==> src/rtl/guess_pkg.sv <==
// Shared definitions for the guess entry stage: guess geometry, FSM encoding,
// default debounce length and small digit-mask helpers.
package guess_pkg;

    localparam int NUM_DIGITS          = 4;
    localparam int BCD_W               = 4;
    localparam int GUESS_W             = NUM_DIGITS * BCD_W;
    localparam int NUM_KEYS            = 10;
    localparam int DEBOUNCE_CYCLES_DEF = 500000;

    typedef enum logic {
        COLLECT = 1'b0,
        VALID   = 1'b1
    } state_e;

    function automatic logic [3:0] count_ones(input logic [NUM_KEYS-1:0] v);
        logic [3:0] n;
        n = 4'd0;
        for (int i = 0; i < NUM_KEYS; i++) begin
            n = n + {3'd0, v[i]};
        end
        return n;
    endfunction

    // Only meaningful for a one-hot mask; returns the lowest set position.
    function automatic logic [3:0] onehot_to_bcd(input logic [NUM_KEYS-1:0] v);
        logic [3:0] d;
        d = 4'd0;
        for (int i = NUM_KEYS - 1; i >= 0; i--) begin
            if (v[i]) begin
                d = 4'(i);
            end else begin
                d = d;
            end
        end
        return d;
    endfunction

endpackage

==> src/rtl/btn_debounce.sv <==
// One push-button conditioner: two-flop synchroniser, hold-time debounce and
// a single-cycle pulse on each debounced press (release is silent).
module btn_debounce
    import guess_pkg::*;
#(
    parameter int DEBOUNCE_CYCLES = DEBOUNCE_CYCLES_DEF,
    parameter int CNT_W           = 20
) (
    input  logic clk,
    input  logic rst,
    input  logic btn,
    output logic press
);

    localparam logic [CNT_W-1:0] CNT_MAX = CNT_W'(DEBOUNCE_CYCLES - 1);

    logic             sync1_r;
    logic             sync2_r;
    logic             deb_r;
    logic             deb_prev_r;
    logic             press_r;
    logic [CNT_W-1:0] cnt_r;

    // Synchronise, debounce and edge-detect the raw button level.
    always_ff @(posedge clk or negedge rst) begin
        if (!rst) begin
            sync1_r    <= 1'b0;
            sync2_r    <= 1'b0;
            deb_r      <= 1'b0;
            deb_prev_r <= 1'b0;
            press_r    <= 1'b0;
            cnt_r      <= '0;
        end else begin
            sync1_r    <= btn;
            sync2_r    <= sync1_r;
            deb_prev_r <= deb_r;
            press_r    <= deb_r & ~deb_prev_r;
            if (sync2_r != deb_r) begin
                if (cnt_r == CNT_MAX) begin
                    deb_r <= sync2_r;
                    cnt_r <= '0;
                end else begin
                    cnt_r <= cnt_r + CNT_W'(1);
                end
            end else begin
                cnt_r <= '0;
            end
        end
    end

    assign press = press_r;

endmodule

==> src/rtl/guess_entry.sv <==
// Turns ten digit buttons plus clear into a 4-digit BCD guess with no repeated
// digits, offered to the scoring logic through a valid/ready handshake.
module guess_entry
    import guess_pkg::*;
#(
    parameter int DEBOUNCE_CYCLES = DEBOUNCE_CYCLES_DEF,
    parameter int CNT_W           = 20
) (
    input  logic                clk,
    input  logic                rst,
    input  logic [NUM_KEYS-1:0] btn_digit,
    input  logic                btn_clr,
    input  logic                guess_ready,
    output logic [GUESS_W-1:0]  guess,
    output logic                guess_valid,
    output logic [2:0]          digit_count,
    output logic [NUM_KEYS-1:0] digit_used,
    output logic                entry_err
);

    localparam logic [2:0] LAST_COUNT = 3'(NUM_DIGITS - 1);

    logic [NUM_KEYS:0]   raw_s;
    logic [NUM_KEYS:0]   press_s;
    logic [NUM_KEYS-1:0] digit_press_s;
    logic                clr_press_s;
    logic [3:0]          n_press_s;
    logic [3:0]          digit_s;

    state_e              state_r,  state_nx_s;
    logic [GUESS_W-1:0]  guess_r,  guess_nx_s;
    logic [2:0]          count_r,  count_nx_s;
    logic [NUM_KEYS-1:0] used_r,   used_nx_s;
    logic                err_r,    err_nx_s;

    assign raw_s = {btn_clr, btn_digit};

    for (genvar i = 0; i <= NUM_KEYS; i++) begin : g_btn
        btn_debounce #(
            .DEBOUNCE_CYCLES (DEBOUNCE_CYCLES),
            .CNT_W           (CNT_W)
        ) u_debounce (
            .clk   (clk),
            .rst   (rst),
            .btn   (raw_s[i]),
            .press (press_s[i])
        );
    end

    assign digit_press_s = press_s[NUM_KEYS-1:0];
    assign clr_press_s   = press_s[NUM_KEYS];
    assign n_press_s     = count_ones(digit_press_s);
    assign digit_s       = onehot_to_bcd(digit_press_s);

    // Event arbitration and next-state decode; clear outranks any digit.
    always_comb begin
        state_nx_s = state_r;
        guess_nx_s = guess_r;
        count_nx_s = count_r;
        used_nx_s  = used_r;
        err_nx_s   = 1'b0;
        case (state_r)
            COLLECT: begin
                if (clr_press_s) begin
                    guess_nx_s = '0;
                    count_nx_s = 3'd0;
                    used_nx_s  = '0;
                end else if (n_press_s > 4'd1) begin
                    err_nx_s = 1'b1;
                end else if (n_press_s == 4'd1) begin
                    if ((used_r & digit_press_s) != '0) begin
                        err_nx_s = 1'b1;
                    end else begin
                        guess_nx_s = {guess_r[GUESS_W-BCD_W-1:0], digit_s};
                        used_nx_s  = used_r | digit_press_s;
                        count_nx_s = count_r + 3'd1;
                        if (count_r == LAST_COUNT) begin
                            state_nx_s = VALID;
                        end else begin
                            state_nx_s = COLLECT;
                        end
                    end
                end else begin
                    state_nx_s = COLLECT;
                end
            end
            VALID: begin
                if (guess_ready) begin
                    state_nx_s = COLLECT;
                    guess_nx_s = '0;
                    count_nx_s = 3'd0;
                    used_nx_s  = '0;
                end else begin
                    state_nx_s = VALID;
                end
            end
            default: begin
                state_nx_s = COLLECT;
            end
        endcase
    end

    // Entry state and all outputs are held in registers.
    always_ff @(posedge clk or negedge rst) begin
        if (!rst) begin
            state_r <= COLLECT;
            guess_r <= '0;
            count_r <= 3'd0;
            used_r  <= '0;
            err_r   <= 1'b0;
        end else begin
            state_r <= state_nx_s;
            guess_r <= guess_nx_s;
            count_r <= count_nx_s;
            used_r  <= used_nx_s;
            err_r   <= err_nx_s;
        end
    end

    assign guess       = guess_r;
    assign guess_valid = (state_r == VALID);
    assign digit_count = count_r;
    assign digit_used  = used_r;
    assign entry_err   = err_r;

endmodule

==> config.mk <==
export PLATFORM = sky130hd
export DESIGN_NAME = guess_entry
export DESIGN_NICKNAME = d
export VERILOG_FILES = /design/src/rtl/guess_pkg.sv /design/src/rtl/btn_debounce.sv /design/src/rtl/guess_entry.sv
export SDC_FILE = /design/constraint.sdc
export NUM_CORES = 1
export LEC_CHECK = 0
export CAP_MARGIN = 10
export CORE_MARGIN = 2
export CORE_UTILIZATION = 66
export CTS_CLUSTER_SIZE = 40
export DETAILED_ROUTE_END_ITERATION = 6
export PLACE_DENSITY = 0.85
export SLEW_MARGIN = 20
export SYNTH_ARGS = -nofsm -noshare
export SYNTH_HDL_FRONTEND = slang
export SYNTH_SLANG_ARGS = --single-unit
==> constraint.sdc <==
create_clock -name clk -period 6.06 [get_ports clk]
set_input_delay 1.818 -clock clk [delete_from_list [all_inputs] [get_ports clk]]
set_output_delay 1.818 -clock clk [all_outputs]
set_load 0.01 [all_outputs]
== Word-level counts from Yosys, hierarchy flattened ==
Index checks and enable logic that the tools add are counted.

* Word-level logic and storage cells: 221
* Register bits: 306
* Output and inout port bits: 31
* Bits of input ports: 14

* Bitwise gates (word level): 25
* Order comparisons: 1
* Multiplexer cells: 62
* $add $sub $neg: 21
* Equal/unequal tests: 28
* Reductions and logical operators: 13

{| class="wikitable"
|+ Operators by type and width
! kind !! count
|-
| $mux W20 || 22
|-
| $add A20 B1 Y20 const B || 11
|-
| $eq A20 B19 Y1 const B || 11
|-
| $mux W16 || 5
|-
| $mux W10 || 5
|-
| $mux W4 || 10
|-
| $pmux W16 S2 || 1
|-
| $add A4 B1 Y4 || 6
|-
| $reduce_and A2 Y1 || 11
|-
| $pmux W10 S2 || 1
|-
| $mux W3 || 5
|-
| $not A1 Y1 || 12
|-
| $and A1 B1 Y1 || 11
|-
| $mux W1 || 11
|-
| $ne A1 B1 Y1 || 11
|-
| $and A10 B10 Y10 || 1
|-
| $or A10 B10 Y10 || 1
|-
| $reduce_bool A10 Y1 || 1
|-
| $ne A3 B2 Y1 const B || 3
|-
| $pmux W3 S2 || 1
|-
| $add A3 B1 Y4 || 1
|-
| $eq A4 B1 Y1 const B || 1
|-
| $gt A4 B1 Y1 const B || 1
|-
| $reduce_and A4 Y1 || 1
|-
| other kinds (6) || 6
|}

== Longest topological paths before layout ==
* Depth in word-level cells: 15
* Mapped depth: 13
* Gate-level depth less buffers: 12

== Hierarchy ==
Synthesis repeated with hierarchy kept, for this count alone.

* Cell total of the unflattened synthesis: 1368
* Area total of the unflattened synthesis: 14734.1 um^2

{| class="wikitable"
|+ By module, submodules not included
! module !! cells each !! area an instance (um^2) !! sequential area each (um^2) !! instances
|-
| btn_debounce || 113 || 1197.4 || 625.6 || 11
|-
| guess_entry || 125 || 1562.7 || 775.7 || 1
|}

== Worst setup path before layout ==
OpenSTA, ideal clock, no wires.

* Path kind: flip-flop to flip-flop
* Start point: reg g_btn[0].u_debounce.press_r
* End point: reg guess_r[10] (netlist: guess[10])
* Stages on the path, launching flop included: 14
* Buffers on the path: 1
* Data arrival time: 3970 ps
* Slack: 1969 ps
* Data required time: 5939 ps
* Period minus slack after synthesis: 4091 ps
* Path through: dfrtp_1 -> fa_1 -> inv_1 -> fa_1 -> fa_1 -> inv_1 -> ha_1 -> fa_1 -> nor4b_2 -> a22oi_1 -> nor3_2 -> o21ai_2 -> buf_6 -> a22o_1

* Word-level cells in the longest chain between the ends: 12

{| class="wikitable"
|+ Ends and longest elaborated chain
! what !! line !! text
|-
| from (decl) || btn_debounce.sv:21 || <nowiki>logic press_r;</nowiki>
|-
| from (signal assigned) || btn_debounce.sv:37 || <nowiki>press_r <= deb_r & ~deb_prev_r;</nowiki>
|-
| $add A1 B1 Y2 || guess_pkg.sv:20 || <nowiki>n = n + {3'd0, v[i]};</nowiki>
|-
| $add A2 B1 Y3 || guess_pkg.sv:20 ||
|-
| $add A3 B1 Y4 || guess_pkg.sv:20 ||
|-
| $add A4 B1 Y4 (6 in series) || guess_pkg.sv:20 ||
|-
| $gt A4 B1 Y1 or $eq A4 B1 Y1 (tied branches) || guess_entry.sv:68, guess_entry.sv:70 ||
|-
| $ne A3 B2 Y1 (no line) || - ||
|-
| $reduce_and A4 Y1 (no line) * || - ||
|-
| to (signal assigned) || guess_entry.sv:113 || <nowiki>guess_r <= guess_nx_s;</nowiki>
|-
| to (decl) || guess_entry.sv:31 || <nowiki>logic [GUESS_W-1:0] guess_r, guess_nx_s;</nowiki>
|}

Every way passes the cells marked *; elsewhere a longest branch is shown, timed or not.
A chain may end at the register's enable or synchronous reset.

== Worst setup path in the final report ==
* Start point: reg g_btn[0].u_debounce.press_r
* End point: reg guess_r[0] (netlist: guess[0])

* Word-level cells in the longest chain between the ends: 12

{| class="wikitable"
|+ Ends and longest elaborated chain
! what !! line
|-
| $add A1 B1 Y2 || guess_pkg.sv:20
|-
| $add A2 B1 Y3 || guess_pkg.sv:20
|-
| $add A3 B1 Y4 || guess_pkg.sv:20
|-
| $add A4 B1 Y4 (6 in series) || guess_pkg.sv:20
|-
| $gt A4 B1 Y1 or $eq A4 B1 Y1 (tied branches) || guess_entry.sv:68, guess_entry.sv:70
|-
| $ne A3 B2 Y1 (no line) || -
|-
| $reduce_and A4 Y1 (no line) || -
|}

Parallel ways exist; a longest one is shown, timed or not. The select of a mux whose other input is x is not followed.

==> flow_summary.toml <==
[drt]
drt_drc_violations_left = 0
drtIter0Drc = 676
final_antenna_net_count = 0
wl_met2_mm = 12.5
via_count = 9407
dr.pass1.iters = 5
wl_met1_mm = 11.4
avgViaCountPerCell = 5.63
drt_wl_total_mm = 25.4
dr_wl_met3_um = 863
wl_per_cell_um = 15.2
maxUsedRoutingLayer = "met4"

[final_layout]
multi_input_area_um2 = 5810
fillCellCount = 1291
nets = 1413
drive_above_1_share_pct = 6.00
final_area_um2 = 15500
n_antenna_cell = 0
regArea_um2 = 7660
area_delta_synth_final_pct = 12.9

[critical_path]
setup.worst_path.end_class = "flip-flop"
crit_type = "reg2reg"
critPathRequiredTime_ns = 6.55
cp.arrival_ns = 5.07
critPathLaunchType = "flip-flop"
crit_path_max_fanout = 18

[power_and_ir_drop]
p_per_area_nw_per_um2 = 273
report.power.total_uw = 4250
power.leakage_uw = 0.00672
ir_drop_uv = 248

[cts]
cts_made_buffers = 31
cts_resized = 0
cts.sinks = 306
clk_pin_slew_ns = 0.06
ctsHoldBuffers = 0
clockBufferDepth = 3
clock_latency_ns = 0.57
cts_tree = "done"
cts-htree-levels = 1
root_buffer = "clkbuf_16"
post_cts_buffers = 0

[synthesis]
yosysSeqAreaShare_pct = 55.6
synth_edf_count = 0
synth_area_leaders = "dfrtp_1 56%, nor2_1 7.5%, xnor2_1 6.9%"
avgSynthCellArea_um2 = 10.4
netlist_area_um2 = 13800
synthFlopType = "dfrtp_1"
ys_seq_elements = 306
synthArstFlopShare_pct = 100
synthesis.nets = 1360
netlist.area_leader.share_pct = 55.6
yosys_warnings = 0
synthCells = 1325
synth.distinct_cells = 42
synth_top_cell_by_area = "dfrtp_1"

[global_routing]
grt_pass1_vias = 9464
globalRouteOverflowTotal = 0
antenna_found_initial = 0
grt_usage_pct = 24.4
grt_pass1_wl_mm = 44.7
grt_max_degree = 133

[timing]
setup_viol = 0
timing.fmax_mhz = 219
setup_tns_ns = 0
max-slew-margin-rel_pct = 36.1
clock_skew_ns = 0.0200
period_minus_slack_ns = 4.58
slew_violations = 0
tightest_slew_ns = 0.958
rsz0062_at_grt = "false"
finalHoldViolations = 0
fin_crit_sh_pct = 75.5

[floorplanning]
core_um2 = 20400
ios = 45
start_util_pct = 67.6
die_area_um2 = 22000
dieWidth_um = 148
rows = 52
fp.dieH_um = 148

[placed_design]
hpwl_mm = 16.6
gp_congestion = 0.887
io_buffers = 44
placed_area_um2 = 14400

[run_status]
status = "finished, final reports clean"

[run]
cap_violations = 0

[hold_path]
min_path_type = "reg2reg"
-- metrics by stage --
step	hold slack (ns)	std cells	worst slack (ns)	util, %
global placement	0.332	1615	1.74	70.9
CTS	0.349	1671	1.48	76.3
global route	0.347	1671	1.24	76.3
finish	0.346	1671	1.48	76.3
floorplan	0.331	1325	1.97	-
detailed placement	0.337	1615	1.61	70.9
-- logic make-up (layout without fill, tap and decap cells) --
kind of cell | Yosys count | after routing | synth area share [%]
buffers and inverters | 66 | 142 | 2.20
and+or+nand+nor | 667 | 667 | 23.4
muxes | 11 | 11 | 0.899
adders and majority gates | 21 | 21 | 2.23
xor gates and xnor gates | 209 | 209 | 13.3
DFF | 306 | 306 | 55.6
AOI/OAI and AO/OA | 45 | 45 | 2.40
-- layout make-up --
cell class                 count  share of cell area, %
clock buffer                  42                   5.90
clock inverter                14                   1.24
inverter                      39                  0.942
multi-input combinational    953                   37.4
sequential                   306                   49.3
tap                          270                   2.17
timing repair buffer          47                   3.09
-- worst max-delay path: stages, from the launching register on --
cell and delay [ns]:
dfrtp_1 0.45, fa_1 0.57, inv_1 0.06, fa_1 0.47, fa_1 0.50, inv_1 0.04, ha_1 0.20, fa_1 0.51
nor4b_2 0.33, a22oi_1 0.18, or3_4 0.40, nor3_4 0.55, a22o_1 0.25
-- routing by layer --
layer	vias to the layer above	GRT usage (%)
li1	4564	-
met1	4614	34.1
met2	175	40.8
met3	54	3.34
met4	0	7.05
met5	-	0
-- power breakdown --
group          switching [uW]  internal (uW)  total [uW]
registers                29.1           2070        2100
clock network             780           1230        2010
logic                    89.8           44.6         134
-- flip-flops by register name (all words and copies together), names as in the netlist --
register                     count
g_btn.u_debounce.cnt_r         220
guess                           16
g_btn.u_debounce.deb_prev_r     11
g_btn.u_debounce.deb_r          11
g_btn.u_debounce.press          11
g_btn.u_debounce.sync1_r        11
g_btn.u_debounce.sync2_r        11
digit_used                      10
digit_count                      3
entry_err                        1
guess_valid                      1
-- cell usage in the layout, fill, tap and decap left out, types with 3 or more instances in the layout --
cell type        instances
nor3_1                  43
nor2_1                 276
or4_1                    5
o21ai_0                 10
nand4_1                 50
and2_1                   6
clkdlybuf4s50_1         43
nand2_1                102
or2_2                    6
clkinvlp_4               3
nor4_2                   3
a22oi_1                  5
clkbuf_8                10
or2_1                    8
a22o_1                  18
and4_1                  19
clkbuf_16               31
bufinv_16                4
xor2_1                 100
clkinv_2                 6
dfrtp_1                306
nor4b_1                 11
ha_1                    15
nor2b_1                 12
nor4_1                  15
inv_1                   39
a21oi_1                  4
or3_1                    9
o2bb2ai_1                3
mux2_2                  11
and3_1                  26
nand3_1                 67
fa_1                     6
xnor2_1                109
-- worst paths after layout --
| check | startpoint | end | slack [ns] | depth (start not counted) |
|---|---|---|---|---|
| max | g_btn[0].u_debounce.press | guess[0] | 1.48 | 12 |
| min | g_btn[0].u_debounce.sync1_r | g_btn[0].u_debounce.sync2_r | 0.35 | 0 |
| max reg2reg | g_btn[0].u_debounce.press | guess[0] | 1.48 | 12 |
| min reg2reg | g_btn[0].u_debounce.sync1_r | g_btn[0].u_debounce.sync2_r | 0.35 | 0 |
| max in group asynchronous | rst | g_btn[2].u_debounce.cnt_r[19] | 3.51 | 2 |
| min in group asynchronous | rst | g_btn[3].u_debounce.cnt_r[13] | 1.33 | 1 |
-- synthesized netlist by cell type, types with 9 or more instances --
master   number
nand2_1     102
nor3_1       43
a22o_1       18
buf_2        14
nor2b_1      12
xnor2_1     109
or3_1         9
and4_1       19
inv_1        39
nor2_1      276
xor2_1      100
dfrtp_1     306
nor4_1       15
o21ai_0      10
ha_1         15
nand3_1      67
nand4_1      50
mux2_2       11
nor4b_1      11
and3_1       26
Note: power is estimated with default switching activity, not from simulation.
